==> config.mk <==
export PLATFORM = sky130hd
export DESIGN_NAME = seq_shifter32_flat
export DESIGN_NICKNAME = d
export VERILOG_FILES = /design/src/rtl/alu_pkg.sv /design/src/rtl/seq_shifter32_if.sv /design/src/rtl/seq_shifter32_step.sv /design/src/rtl/seq_shifter32.sv /design/src/flat_wrapper.sv
export SDC_FILE = /design/constraint.sdc
export NUM_CORES = 1
export LEC_CHECK = 0
export BUFFER_PORTS_ARGS = -buffer_cell sky130_fd_sc_hd__buf_2
export CORE_MARGIN = 5
export CORE_UTILIZATION = 35
export CTS_CLUSTER_SIZE = 20
export DETAILED_ROUTE_END_ITERATION = 16
export GPL_TIMING_DRIVEN = 0
export PLACE_DENSITY = 0.66
export SLEW_MARGIN = 20
export SYNTH_ARGS = -nofsm -noshare
export SYNTH_HDL_FRONTEND = slang
export SYNTH_SLANG_ARGS = --single-unit
==> constraint.sdc <==
create_clock -name clk -period 4.3 [get_ports clk]
set_input_delay 0.86 -clock clk [delete_from_list [all_inputs] [get_ports clk]]
set_output_delay 0.86 -clock clk [all_outputs]
set_load 0.03 [all_outputs]
==> src/rtl/alu_pkg.sv <==
// Shared ALU definitions for the sequential shifter: widths, op codes and FSM states.
package alu_pkg;

  localparam int WIDTH   = 32;
  localparam int SHAMT_W = $clog2(WIDTH);

  localparam logic [1:0] SHIFT_SLL = 2'b00;
  localparam logic [1:0] SHIFT_SRL = 2'b01;
  localparam logic [1:0] SHIFT_SRA = 2'b10;
  localparam logic [1:0] SHIFT_RSV = 2'b11;

  localparam logic [SHAMT_W-1:0] CNT_ONE  = 5'd1;
  localparam logic [SHAMT_W-1:0] CNT_FOUR = 5'd4;

  typedef enum logic [1:0] {
    ST_IDLE  = 2'b00,
    ST_SHIFT = 2'b01,
    ST_DONE  = 2'b10
  } state_t;

  function automatic logic is_busy_state(input state_t st);
    return (st == ST_SHIFT) || (st == ST_DONE);
  endfunction

endpackage

==> src/rtl/seq_shifter32_if.sv <==
// Request/response bundle between the control unit (master) and the shifter (slave).
interface seq_shifter32_if;
  import alu_pkg::*;

  logic               start;
  logic [1:0]         op;
  logic [WIDTH-1:0]   A;
  logic [SHAMT_W-1:0] shamt;
  logic               busy;
  logic               done;
  logic [WIDTH-1:0]   O;

  modport master (output start, output op, output A, output shamt,
                  input busy, input done, input O);
  modport slave  (input start, input op, input A, input shamt,
                  output busy, output done, output O);

endinterface

==> src/rtl/seq_shifter32_step.sv <==
// One shift step (by 1, or by 4 when by4 is set) with zero or sign fill per op.
module shift_step
  import alu_pkg::*;
(
  input  logic [1:0]       op,
  input  logic [WIDTH-1:0] din,
  input  logic             by4,
  output logic [WIDTH-1:0] dout
);

  // Select the shifted word for the latched op; reserved leaves the word untouched.
  always_comb begin
    dout = din;
    case (op)
      SHIFT_SLL: dout = by4 ? {din[WIDTH-5:0], 4'b0000} : {din[WIDTH-2:0], 1'b0};
      SHIFT_SRL: dout = by4 ? {4'b0000, din[WIDTH-1:4]} : {1'b0, din[WIDTH-1:1]};
      SHIFT_SRA: dout = by4 ? {{4{din[WIDTH-1]}}, din[WIDTH-1:4]}
                            : {din[WIDTH-1], din[WIDTH-1:1]};
      SHIFT_RSV: dout = din;
      default:   dout = din;
    endcase
  end

endmodule

==> src/rtl/seq_shifter32.sv <==
// Multi-cycle SLL/SRL/SRA unit behind a start/busy/done handshake.
// Optional SEQ_SHIFT_STEP4_EN: steps by 4 while at least 4 bits remain.
module seq_shifter32
  import alu_pkg::*;
(
  input  logic             clk,
  input  logic             reset,
  seq_shifter32_if.slave   sh
);

  state_t             r_state;
  state_t             w_state_next;
  logic [SHAMT_W-1:0] r_count;
  logic [SHAMT_W-1:0] w_count_next;
  logic [1:0]         r_op;
  logic [1:0]         w_op_next;
  logic [WIDTH-1:0]   r_o;
  logic [WIDTH-1:0]   w_o_next;
  logic [WIDTH-1:0]   w_step_out;
  logic               w_by4;
  logic               r_busy;
  logic               r_done;

`ifdef SEQ_SHIFT_STEP4_EN
  assign w_by4 = (r_count >= CNT_FOUR);
`else
  assign w_by4 = 1'b0;
`endif

  shift_step u_step (
    .op   (r_op),
    .din  (r_o),
    .by4  (w_by4),
    .dout (w_step_out)
  );

  // Next-state logic: inputs are only looked at in IDLE, so nothing queues while busy.
  always_comb begin
    w_state_next = r_state;
    w_count_next = r_count;
    w_op_next    = r_op;
    w_o_next     = r_o;
    case (r_state)
      ST_IDLE: begin
        if (sh.start) begin
          w_o_next     = sh.A;
          w_count_next = sh.shamt;
          w_op_next    = sh.op;
          w_state_next = ST_SHIFT;
        end else begin
          w_state_next = ST_IDLE;
        end
      end
      ST_SHIFT: begin
        if (r_count != {SHAMT_W{1'b0}}) begin
          w_o_next     = w_step_out;
          w_count_next = r_count - (w_by4 ? CNT_FOUR : CNT_ONE);
        end else begin
          w_state_next = ST_DONE;
        end
      end
      ST_DONE: w_state_next = ST_IDLE;
      default: w_state_next = ST_IDLE;
    endcase
  end

  // State, datapath and registered handshake outputs.
  always_ff @(posedge clk) begin
    if (reset) begin
      r_state <= ST_IDLE;
      r_count <= {SHAMT_W{1'b0}};
      r_op    <= SHIFT_SLL;
      r_o     <= {WIDTH{1'b0}};
      r_busy  <= 1'b0;
      r_done  <= 1'b0;
    end else begin
      r_state <= w_state_next;
      r_count <= w_count_next;
      r_op    <= w_op_next;
      r_o     <= w_o_next;
      r_busy  <= is_busy_state(w_state_next);
      r_done  <= (w_state_next == ST_DONE);
    end
  end

  assign sh.busy = r_busy;
  assign sh.done = r_done;
  assign sh.O    = r_o;

endmodule

==> src/flat_wrapper.sv <==
// flat-port wrapper written by rule: the top's interface ports become plain ports
module seq_shifter32_flat import alu_pkg::*;
  (clk, reset, sh_start, sh_op, sh_A, sh_shamt, sh_busy, sh_done, sh_O);
  seq_shifter32_if sh_i ();
  input  logic clk;
  input  logic reset;
  input wire logic [$bits(sh_i.start)-1:0] sh_start;
  input wire logic [$bits(sh_i.op)-1:0] sh_op;
  input wire logic [$bits(sh_i.A)-1:0] sh_A;
  input wire logic [$bits(sh_i.shamt)-1:0] sh_shamt;
  output wire logic [$bits(sh_i.busy)-1:0] sh_busy;
  output wire logic [$bits(sh_i.done)-1:0] sh_done;
  output wire logic [$bits(sh_i.O)-1:0] sh_O;
  assign sh_i.start = sh_start;
  assign sh_i.op = sh_op;
  assign sh_i.A = sh_A;
  assign sh_i.shamt = sh_shamt;
  assign sh_busy = sh_i.busy;
  assign sh_done = sh_i.done;
  assign sh_O = sh_i.O;
  seq_shifter32 u_core (.clk(clk), .reset(reset), .sh(sh_i));
endmodule
# == Word level (Yosys, flattened, before mapping) ==
# Cells that the tools add are included.
# Widths: inputs -> output; s select.
# word_totals
wordCells,37
ram_bits,0
latchBits,0
mem_bits_ro,0
inputBits,42
memories,0
regBits,43
# op_classes
eq_ne,10
n_lt_le_gt_ge,0
reduce_logical,9
shifts,0
muxes,10
add_sub_neg,1
n_mul,0
n_bitwise,0
n_div,0
# ops
operator,count
$pmux 32 s3,1
$mux 32,2
$pmux 32 s2,1
$mux 5,2
$pmux 5 s2,1
$eq 2x1->1 const B,3
$eq 2x2->1 const B,3
$ne 2x2->1 const B,3
$reduce_and 5->1,1
$reduce_bool 5->1,1
$sub 5x1->5 const B,1
$logic_not 2->1,2
$pmux 2 s2,1
$reduce_and 4->1,1
$reduce_and 3->1,1
$mux 2,1
$ne 2x1->1 const B,1
$reduce_and 2->1,1
$reduce_bool 2->1,1
$logic_or 1x1->1,1
$mux 1,1

# == Logic depth before layout (Yosys ltp) ==
# Gate-level depths: netlist of run 1.
# logic_depth
word_depth,5
mapped_depth,7
depth_no_buf,7

# == Modules after synthesis ==
# Synthesis of run 1 repeated with hierarchy kept, for this count alone.
# hier_totals
hier_cells,419
hier_area_um2,3400.8
# by_module_without_submodules
module,area_per_inst_um2,n_inst,cells_per_inst,seq_area_each_um2
seq_shifter32,2163.3,1,241,860.8
shift_step,1237.4,1,178,0.0

# == Least setup slack after synthesis of run 1 ==
# Ideal clock, no wire load.
# synth_path
path_type,input to register
startpoint,input port sh_start
endpoint,register u_core.r_o[10] (netlist: u_core.sh.O[10])
path_buffers,1
path_stages,5
t_arrival_ps,1806
required_time_ps,4183
setup_slack_ps,2377
path_cell_list,or3b_4 o31ai_4 nor2_2 buf_4 a22o_1
# synth_via
elab_chain_len,2
# synth_rtl
element,line_no,source
start: declaration,flat_wrapper.sv:7,input wire logic [$bits(sh_i.start)-1:0] sh_start;
$ne 2x2->1 (no line),n/a,
$reduce_and 4->1 (no line),n/a,
end signal: assignment,seq_shifter32.sv:73,r_o <= {WIDTH{1'b0}};
end signal: assignment,seq_shifter32.sv:80,r_o <= w_o_next;
end: declaration,seq_shifter32.sv:17,logic [WIDTH-1:0] r_o;
# No other way between the ends.
# A chain may end at the register's enable or synchronous reset.

# == Worst setup path in the final report of run 1 ==
# layout_path
startpoint,register u_core.r_op[0]
endpoint,register u_core.r_o[0] (netlist: u_core.sh.O[0])
# layout_via
elab_chain_len,4
# layout_rtl
element,line_no,source
start: declaration,seq_shifter32.sv:15,logic [1:0] r_op;
start signal: assignment,seq_shifter32.sv:79,r_op <= w_op_next;
$eq 2x2->1 (tied with other cells),seq_shifter32_step.sv:14,case (op)
$pmux 32 s3,seq_shifter32_step.sv:14,
$mux 32,seq_shifter32.sv:55,if (r_count != {SHAMT_W{1'b0}}) begin
$pmux 32 s2,seq_shifter32.sv:43,case (r_state)
# Parallel ways exist; a longest one is shown, timed or not. The select of a mux whose other input is x is not followed.

==> parameters.txt, run 1 <==
Parameter                              Value

Yosys
  Most area-hungry cell type in the Yosys netlist ... dfxtp_1
  Total nets after synthesis ... 295
  Cell count after synthesis ... roughly 250
  Synth area leaders ... dfxtp_1 (39%), a221oi_1 (12%), a22o_1 (12%)
  Avg Cell Area, Syn ... 8.80 sq um
  Post-synthesis async set-or-reset flop share ... 0%
  Synthesis-stage register bit count ... 43
  Count of unique library cells instantiated by Yosys ... 37
  Post-synth EDFFs ... 0
  Total of warnings raised by yosys ... 0
  Most used standard cell by instance count after synthesis ... nor2_1
  Seq/Total Area, Yosys ... between 30% and 40%
  Post-synthesis instance area ... approximately 0.0022 sq mm
  Share of Yosys cell area claimed by the top area cell type ... 39.4%
  Top cells by instance count after synthesis ... nor2_1 (67), dfxtp_1 (43), a221oi_1 (31), a22o_1 (31), nand2_1 (9)
  Most frequently used flop master after synthesis ... dfxtp_1

STA
  Setup repair after global routing missed its margin ... false
  Final Cycle Share ... 45.8%
  Slew headroom ... approximately two thirds
  Final critical-path required period ... slightly below 2 ns
  Pins Over Slew Limit ... 0
  Max Freq ... between 500 and 600 MHz
  Total Neg Setup Slack ... 0 ns
  Final setup vio count ... 0
  Worst Max-Slew Pin Slew ... ~0.48 ns
  Final Hold Violating Endpoints ... 0
  Clock tree skew after final layout ... just under 0.008 ns

Pwr
  Logic gate share of total power ... between 30% and 40%
  Clock share of power ... 20.4%
  VDD IR max ... 0.186 mV
  Total power draw ... 1.23 mW
  Switching fraction of total power ... between 30 and 40%
  Leakage power figure ... roughly 1.3 nW
  Power density over the cells ... ~450 mW/mm^2
  Reg power frac ... 42.6%
  Net load switching power ... roughly 0.48 mW
  Internal power ... around 0.75 mW

GRT
  Aggregate global routing overflow ... 0
  Wire length of the first global-routing pass ... between 10000 and 15000 microns
  Via count of the first global-routing pass ... between 2000 and 2500
  Global router's overall resource usage ... 16.0%
  Number of antenna violations at the first check in global routing ... 0
  Pin count of the biggest net entering global routing ... 13

Routing
  Final routed wirelength across all metal layers ... ~6100 microns
  Routed via count ... 2186
  Average detailed-routed wire length per instance ... around 15 microns
  Remaining design rule violation count ... 0
  Number of search-and-repair iterations in the first detailed-routing pass ... 4
  Number of vias per cell ... 5.38
  Number of routed nets with antenna violations ... 0
  1st-iter DRT viols ... roughly 110

Job
  Number of max-cap violations ... 0

Layout
  Area growth syn-to-layout ... 25.2%
  Design area ... between 0.002 and 0.003 sq mm
  Share of layout cells above drive strength 1 ... between 30% and 40%
  Number of diodes added for antenna fixing ... 0
  Core Util, Final ... 45.6%
  Final net count ... 377

Clock network
  Count of instances resized after the clock tree is built ... 0
  Hold_buf cts ... 0
  TritonCTS clock tree ... done
  Clock Tree Buf Depth ... 2
  Clock edge transition at the registers on the reported setup and hold paths ... roughly 0.08 ns
  Post-CTS setup repair buffer count ... 0
  H-Tree Level Count ... 2
  Root buffer cell ... clkbuf_8
  Number of clock sinks seen by CTS ... 43
  Number of buffers added by the clock tree synthesis step ... 5
  Clock Latency Late Sink ... ~0.29 ns

Outcome
  Status ... completed

Placement
  Placer Congestion ... ~0.77
  Count of input and output buffers ... 75
  HPWL after DPL ... around 4500 microns
  Post-placement cell area ... ~0.0027 sq mm

Floorplan
  Initial standard-cell utilization of the core ... between 30% and 40%
  # IOs ... 76
  Overall die height ... about 90 microns
  Number of standard-cell rows in the floorplan ... 28
  Chip width ... 89.0 microns
  Die area ... a little under 0.008 sq mm
  Core footprint ... roughly 0.006 sq mm

Hold path
  Path type of the worst min-delay path ... reg -> reg

Setup path
  Class of the most critical setup path ... reg -> reg
  Type of origin of the critical path ... flip-flop
  CP endpoint kind ... flip-flop
  Required time of the critical path ... 4.51 ns
  Max Fanout on Critical Path ... 10
  Data arrival time of the critical path ... between 2 and 2.5 ns
==> flip-flops by register name, summed over array words and instances, names as in the netlist <==
name,flops
u_core.r_op,2
u_core.sh.busy,1
u_core.sh.done,1
u_core.sh.O,32
u_core.r_state,2
u_core.r_count,5
==> cells by family (layout without fill, tap and decap cells) <==
| family | count (synthesis) | count (layout) | share of synthesized area, % |
|---|---|---|---|
| AND/OR/NAND/NOR | 92 | 92 | 19.3 |
| AO/OA/AOI/OAI | 81 | 81 | 31.4 |
| flip-flops | 43 | 43 | 39.4 |
| buffers and inverters | 26 | 109 | 6.54 |
| adder cells (fa/ha/maj) | 5 | 5 | 2.87 |
| multiplexers | 1 | 1 | 0.516 |
==> per-layer routing <==
| layer | up-vias | track usage (%) | wire length, microns |
|---|---|---|---|
| li1 | 1091 | - | - |
| met1 | 1019 | 21.1 | 2830 |
| met2 | 71 | 26.1 | 2780 |
| met3 | 5 | 4.15 | 489 |
| met4 | 0 | 4.06 | 45 |
| met5 | - | 0 | 0 |
==> metrics by stage <==
| stage | hold WS (ns) | setup WS [ns] | std cells |
|---|---|---|---|
| floorplan | 0.445 | 2.38 | 248 |
| global placement | 0.461 | 2.21 | 398 |
| detailed placement | 0.477 | 2.19 | 398 |
| CTS | 0.488 | 2.32 | 406 |
| global route | 0.514 | 2.17 | 406 |
| finish | 0.486 | 2.33 | 406 |
==> area by class of cell <==
cell class / count / area (sq um)
flip-flops and latches: 43 / 861
plain buffers: 21 / 124
multi-input cells: 179 / 1180
clock buffers: 7 / 76.3
fillers: 628 / 3260
inverters: 5 / 18.8
well taps: 75 / 93.8
repair buffers: 75 / 375
clock inverters: 1 / 5.00
==> critical path, stage by stage, from the launching register on <==
cell	delay, ns
dfxtp_1	0.40
inv_1	0.06
ha_1	0.35
o21ba_2	0.30
clkbuf_1	0.38
nand3_1	0.13
a311oi_1	0.26
==> power groups by stage <==
stage                     Sequential (mW)  Combinational (mW)  Clock, mW
after floorplan                     0.615               0.240          0
after global placement              0.532               0.454          0
after detailed placement            0.533               0.460          0
after CTS                           0.524               0.462      0.258
after global routing                0.533               0.505      0.274
final                               0.524               0.456      0.251
==> placed cells by master (no fill, tap or decap), types with 5 or more instances in the layout <==
cell type / count
ha_1: 5
clkbuf_8: 5
a22o_1: 31
nor2_1: 67
nand2_1: 9
clkbuf_1: 9
a221oi_1: 31
a21oi_1: 6
buf_2: 81
dfxtp_1: 43
==> final timing paths <==
path              cells after the start  slack, ns         startpoint                 to
setup / recovery                      6       2.33     u_core.r_op[0]     u_core.sh.O[0]
hold / removal                        2       0.49  u_core.r_count[1]  u_core.r_count[1]
setup reg to reg                      6       2.33     u_core.r_op[0]     u_core.sh.O[0]
hold reg to reg                       2       0.49  u_core.r_count[1]  u_core.r_count[1]
Note: power is estimated with default switching activity, not from simulation.
==> run 2, diff against run 1 <==
--- a/config.mk
+++ b/config.mk
@@ -11,7 +11,7 @@
 export CTS_CLUSTER_SIZE = 20
 export DETAILED_ROUTE_END_ITERATION = 16
 export GPL_TIMING_DRIVEN = 0
-export PLACE_DENSITY = 0.66
+export PLACE_DENSITY = 0.69
 export SLEW_MARGIN = 20
 export SYNTH_ARGS = -nofsm -noshare
 export SYNTH_HDL_FRONTEND = slang
==> constraint.sdc (replaced) <==
create_clock -name clk -period 1.8 [get_ports clk]
set_input_delay 0.36 -clock clk [delete_from_list [all_inputs] [get_ports clk]]
set_output_delay 0.36 -clock clk [all_outputs]
set_load 0.03 [all_outputs]
==> parameters.txt, run 2 (same netlist as run 1, synthesis figures left out) <==
Parameter                              Value

Outcome
  Status ... completed

STA
  Pins Over Slew Limit ... 0
  Final Hold Violating Endpoints ... 0
  Final setup vio count ... 0
  Final Cycle Share ... 96.3%
  Slew headroom ... between 60% and 70%
  Final critical-path required period ... around 1.7 ns
  Total Neg Setup Slack ... 0 ns
  Worst Max-Slew Pin Slew ... slightly below 0.6 ns
  Max Freq ... roughly 580 MHz
  Setup repair after global routing missed its margin ... true
  Clock tree skew after final layout ... about 0.012 ns

Setup path
  Type of origin of the critical path ... flip-flop
  Data arrival time of the critical path ... 1.93 ns
  Required time of the critical path ... approximately 2 ns
  Max Fanout on Critical Path ... 10
  Class of the most critical setup path ... reg -> reg
  CP endpoint kind ... flip-flop

Layout
  Share of layout cells above drive strength 1 ... 37.8%
  Number of flip-flops in the largest register ... 32
  Design area ... about 0.0028 sq mm
  Leading cell types in the layout, fill and taps excluded ... buf_2 (82), nor2_1 (66), dfxtp_1 (41), a22o_1 (31), a221oi_1 (21)
  Core Util, Final ... 47.4%
  Most common cell after layout, fill and taps aside ... buf_2
  Area growth syn-to-layout ... 30.0%
  Final net count ... between 300 and 400
  Register area ... 866 sq um
  Number of diodes added for antenna fixing ... 0
  Area occupied by multi-input gates ... roughly 0.0013 sq mm
  Fill cell instance count of the final layout ... a little over 600

Clock network
  Number of clock sinks seen by CTS ... 43
  Clock Tree Buf Depth ... 2
  Post-CTS setup repair buffer count ... 0
  Number of buffers added by the clock tree synthesis step ... 5
  TritonCTS clock tree ... done
  Clock Latency Late Sink ... ~0.3 ns
  H-Tree Level Count ... 2
  Root buffer cell ... clkbuf_8
  Clock edge transition at the registers on the reported setup and hold paths ... approximately 0.09 ns

Job
  Number of max-cap violations ... 0

Pwr
  Power density over the cells ... about 1100 mW/mm^2
  Switching fraction of total power ... around 40%
  VDD IR max ... approximately 0.63 mV
  Reg power frac ... between 40% and 50%
  Clock share of power ... 20.0%
  Internal power ... about 1.8 mW
  Leakage power figure ... ~1.3 nW
  Net load switching power ... about 1.2 mW
  Logic gate share of total power ... between 30% and 40%

Floorplan
  Overall die height ... roughly 90 microns
  Initial standard-cell utilization of the core ... between 30% and 40%
  Number of standard-cell rows in the floorplan ... 28
  Chip width ... 89.0 microns
  Core footprint ... between 0.005 and 0.006 sq mm
  # IOs ... 76
  Die area ... 0.00791 sq mm

GRT
  Global router's overall resource usage ... between 10% and 20%
  Via count of the first global-routing pass ... about 2100
  Aggregate global routing overflow ... 0
  Number of antenna violations at the first check in global routing ... 0
  Pin count of the biggest net entering global routing ... 14
  Wire length of the first global-routing pass ... 10000 microns

Routing
  Number of search-and-repair iterations in the first detailed-routing pass ... 4
  Average detailed-routed wire length per instance ... around 16 microns
  Length of routed wiring on met1 ... a little under 3000 microns
  Top Metal Used ... met4
  Routed via count ... 2221
  Remaining design rule violation count ... 0
  Sum of met2 wire segment lengths after detailed routing ... between 3000 and 4000 microns
  Met3 Routed Length ... roughly 390 microns
  Final routed wirelength across all metal layers ... around 6400 microns
  Number of vias per cell ... around 5.5
  Number of routed nets with antenna violations ... 0
  1st-iter DRT viols ... 81

Placement
  Post-placement cell area ... 0.00265 sq mm
  Count of input and output buffers ... 75
  HPWL after DPL ... approximately 4600 microns
  Placer Congestion ... between 0.8 and 0.9

Hold path
  Path type of the worst min-delay path ... in -> reg
run 2: metal layers:
metal / global-route usage (%) / vias to the layer above
met2: 26.1 / 71
met5: 0 / -
met3: 3.23 / 5
met4: 2.84 / 0
met1: 21.8 / 1051
li1: - / 1094
run 2: metrics by stage:
stage | power, mW | instances | hold WS (ns) | setup slack (ns)
after floorplan | 2.04 | 248 | 0.432 | 0.113
final | 3.03 | 406 | 0.289 | 0.0660
after detailed placement | 2.38 | 398 | 0.468 | -0.144
after global placement | 2.35 | 398 | 0.461 | -0.104
after global routing | 3.21 | 406 | 0.294 | -0.0307
after CTS | 2.99 | 406 | 0.298 | 0.0339
run 2: power groups by stage:
stage / logic (mW) / registers, mW / clock network [mW]
floorplan: 0.574 / 1.47 / 0
global placement: 1.08 / 1.27 / 0
detailed placement: 1.10 / 1.27 / 0
CTS: 1.12 / 1.26 / 0.620
global route: 1.25 / 1.29 / 0.670
finish: 1.14 / 1.27 / 0.607
run 2: path summary, 6_finish.rpt:
check / start / to / slack (ns) / cells past startpoint
worst min register to register: u_core.r_count[1] / u_core.r_count[1] / 0.49 / 2
worst max-delay path: u_core.r_op[0] / u_core.sh.O[12] / 0.07 / 7
worst min-delay path: sh_op[1] / u_core.r_op[1] / 0.29 / 3
worst max register to register: u_core.r_op[0] / u_core.sh.O[12] / 0.07 / 7
run 2: critical path, cell delays in order, from the launching register on:
cell and delay (ns):
dfxtp_4 0.37, inv_1 0.06, ha_4 0.29, o21ba_2 0.19, clkbuf_2 0.19, a221oi_1 0.29
nor2_1 0.07, a22o_1 0.17
run 2: layout make-up:
type                       count  share of cell area, %
buffer                        21                   4.59
clock buffer                   6                   2.56
clock inverter                 2                  0.441
inverter                       5                  0.661
multi-input combinational    179                   44.7
sequential                    43                   30.5
tap                           75                   3.31
timing repair buffer          75                   13.2
run 2: repair_timing:
item                       4_1_cts  5_1_grt
resized for setup                7       17
pin swaps                        0        1
hold buffers                     0        0
setup endpoints to repair       30       32
hold endpoints to repair         0        0
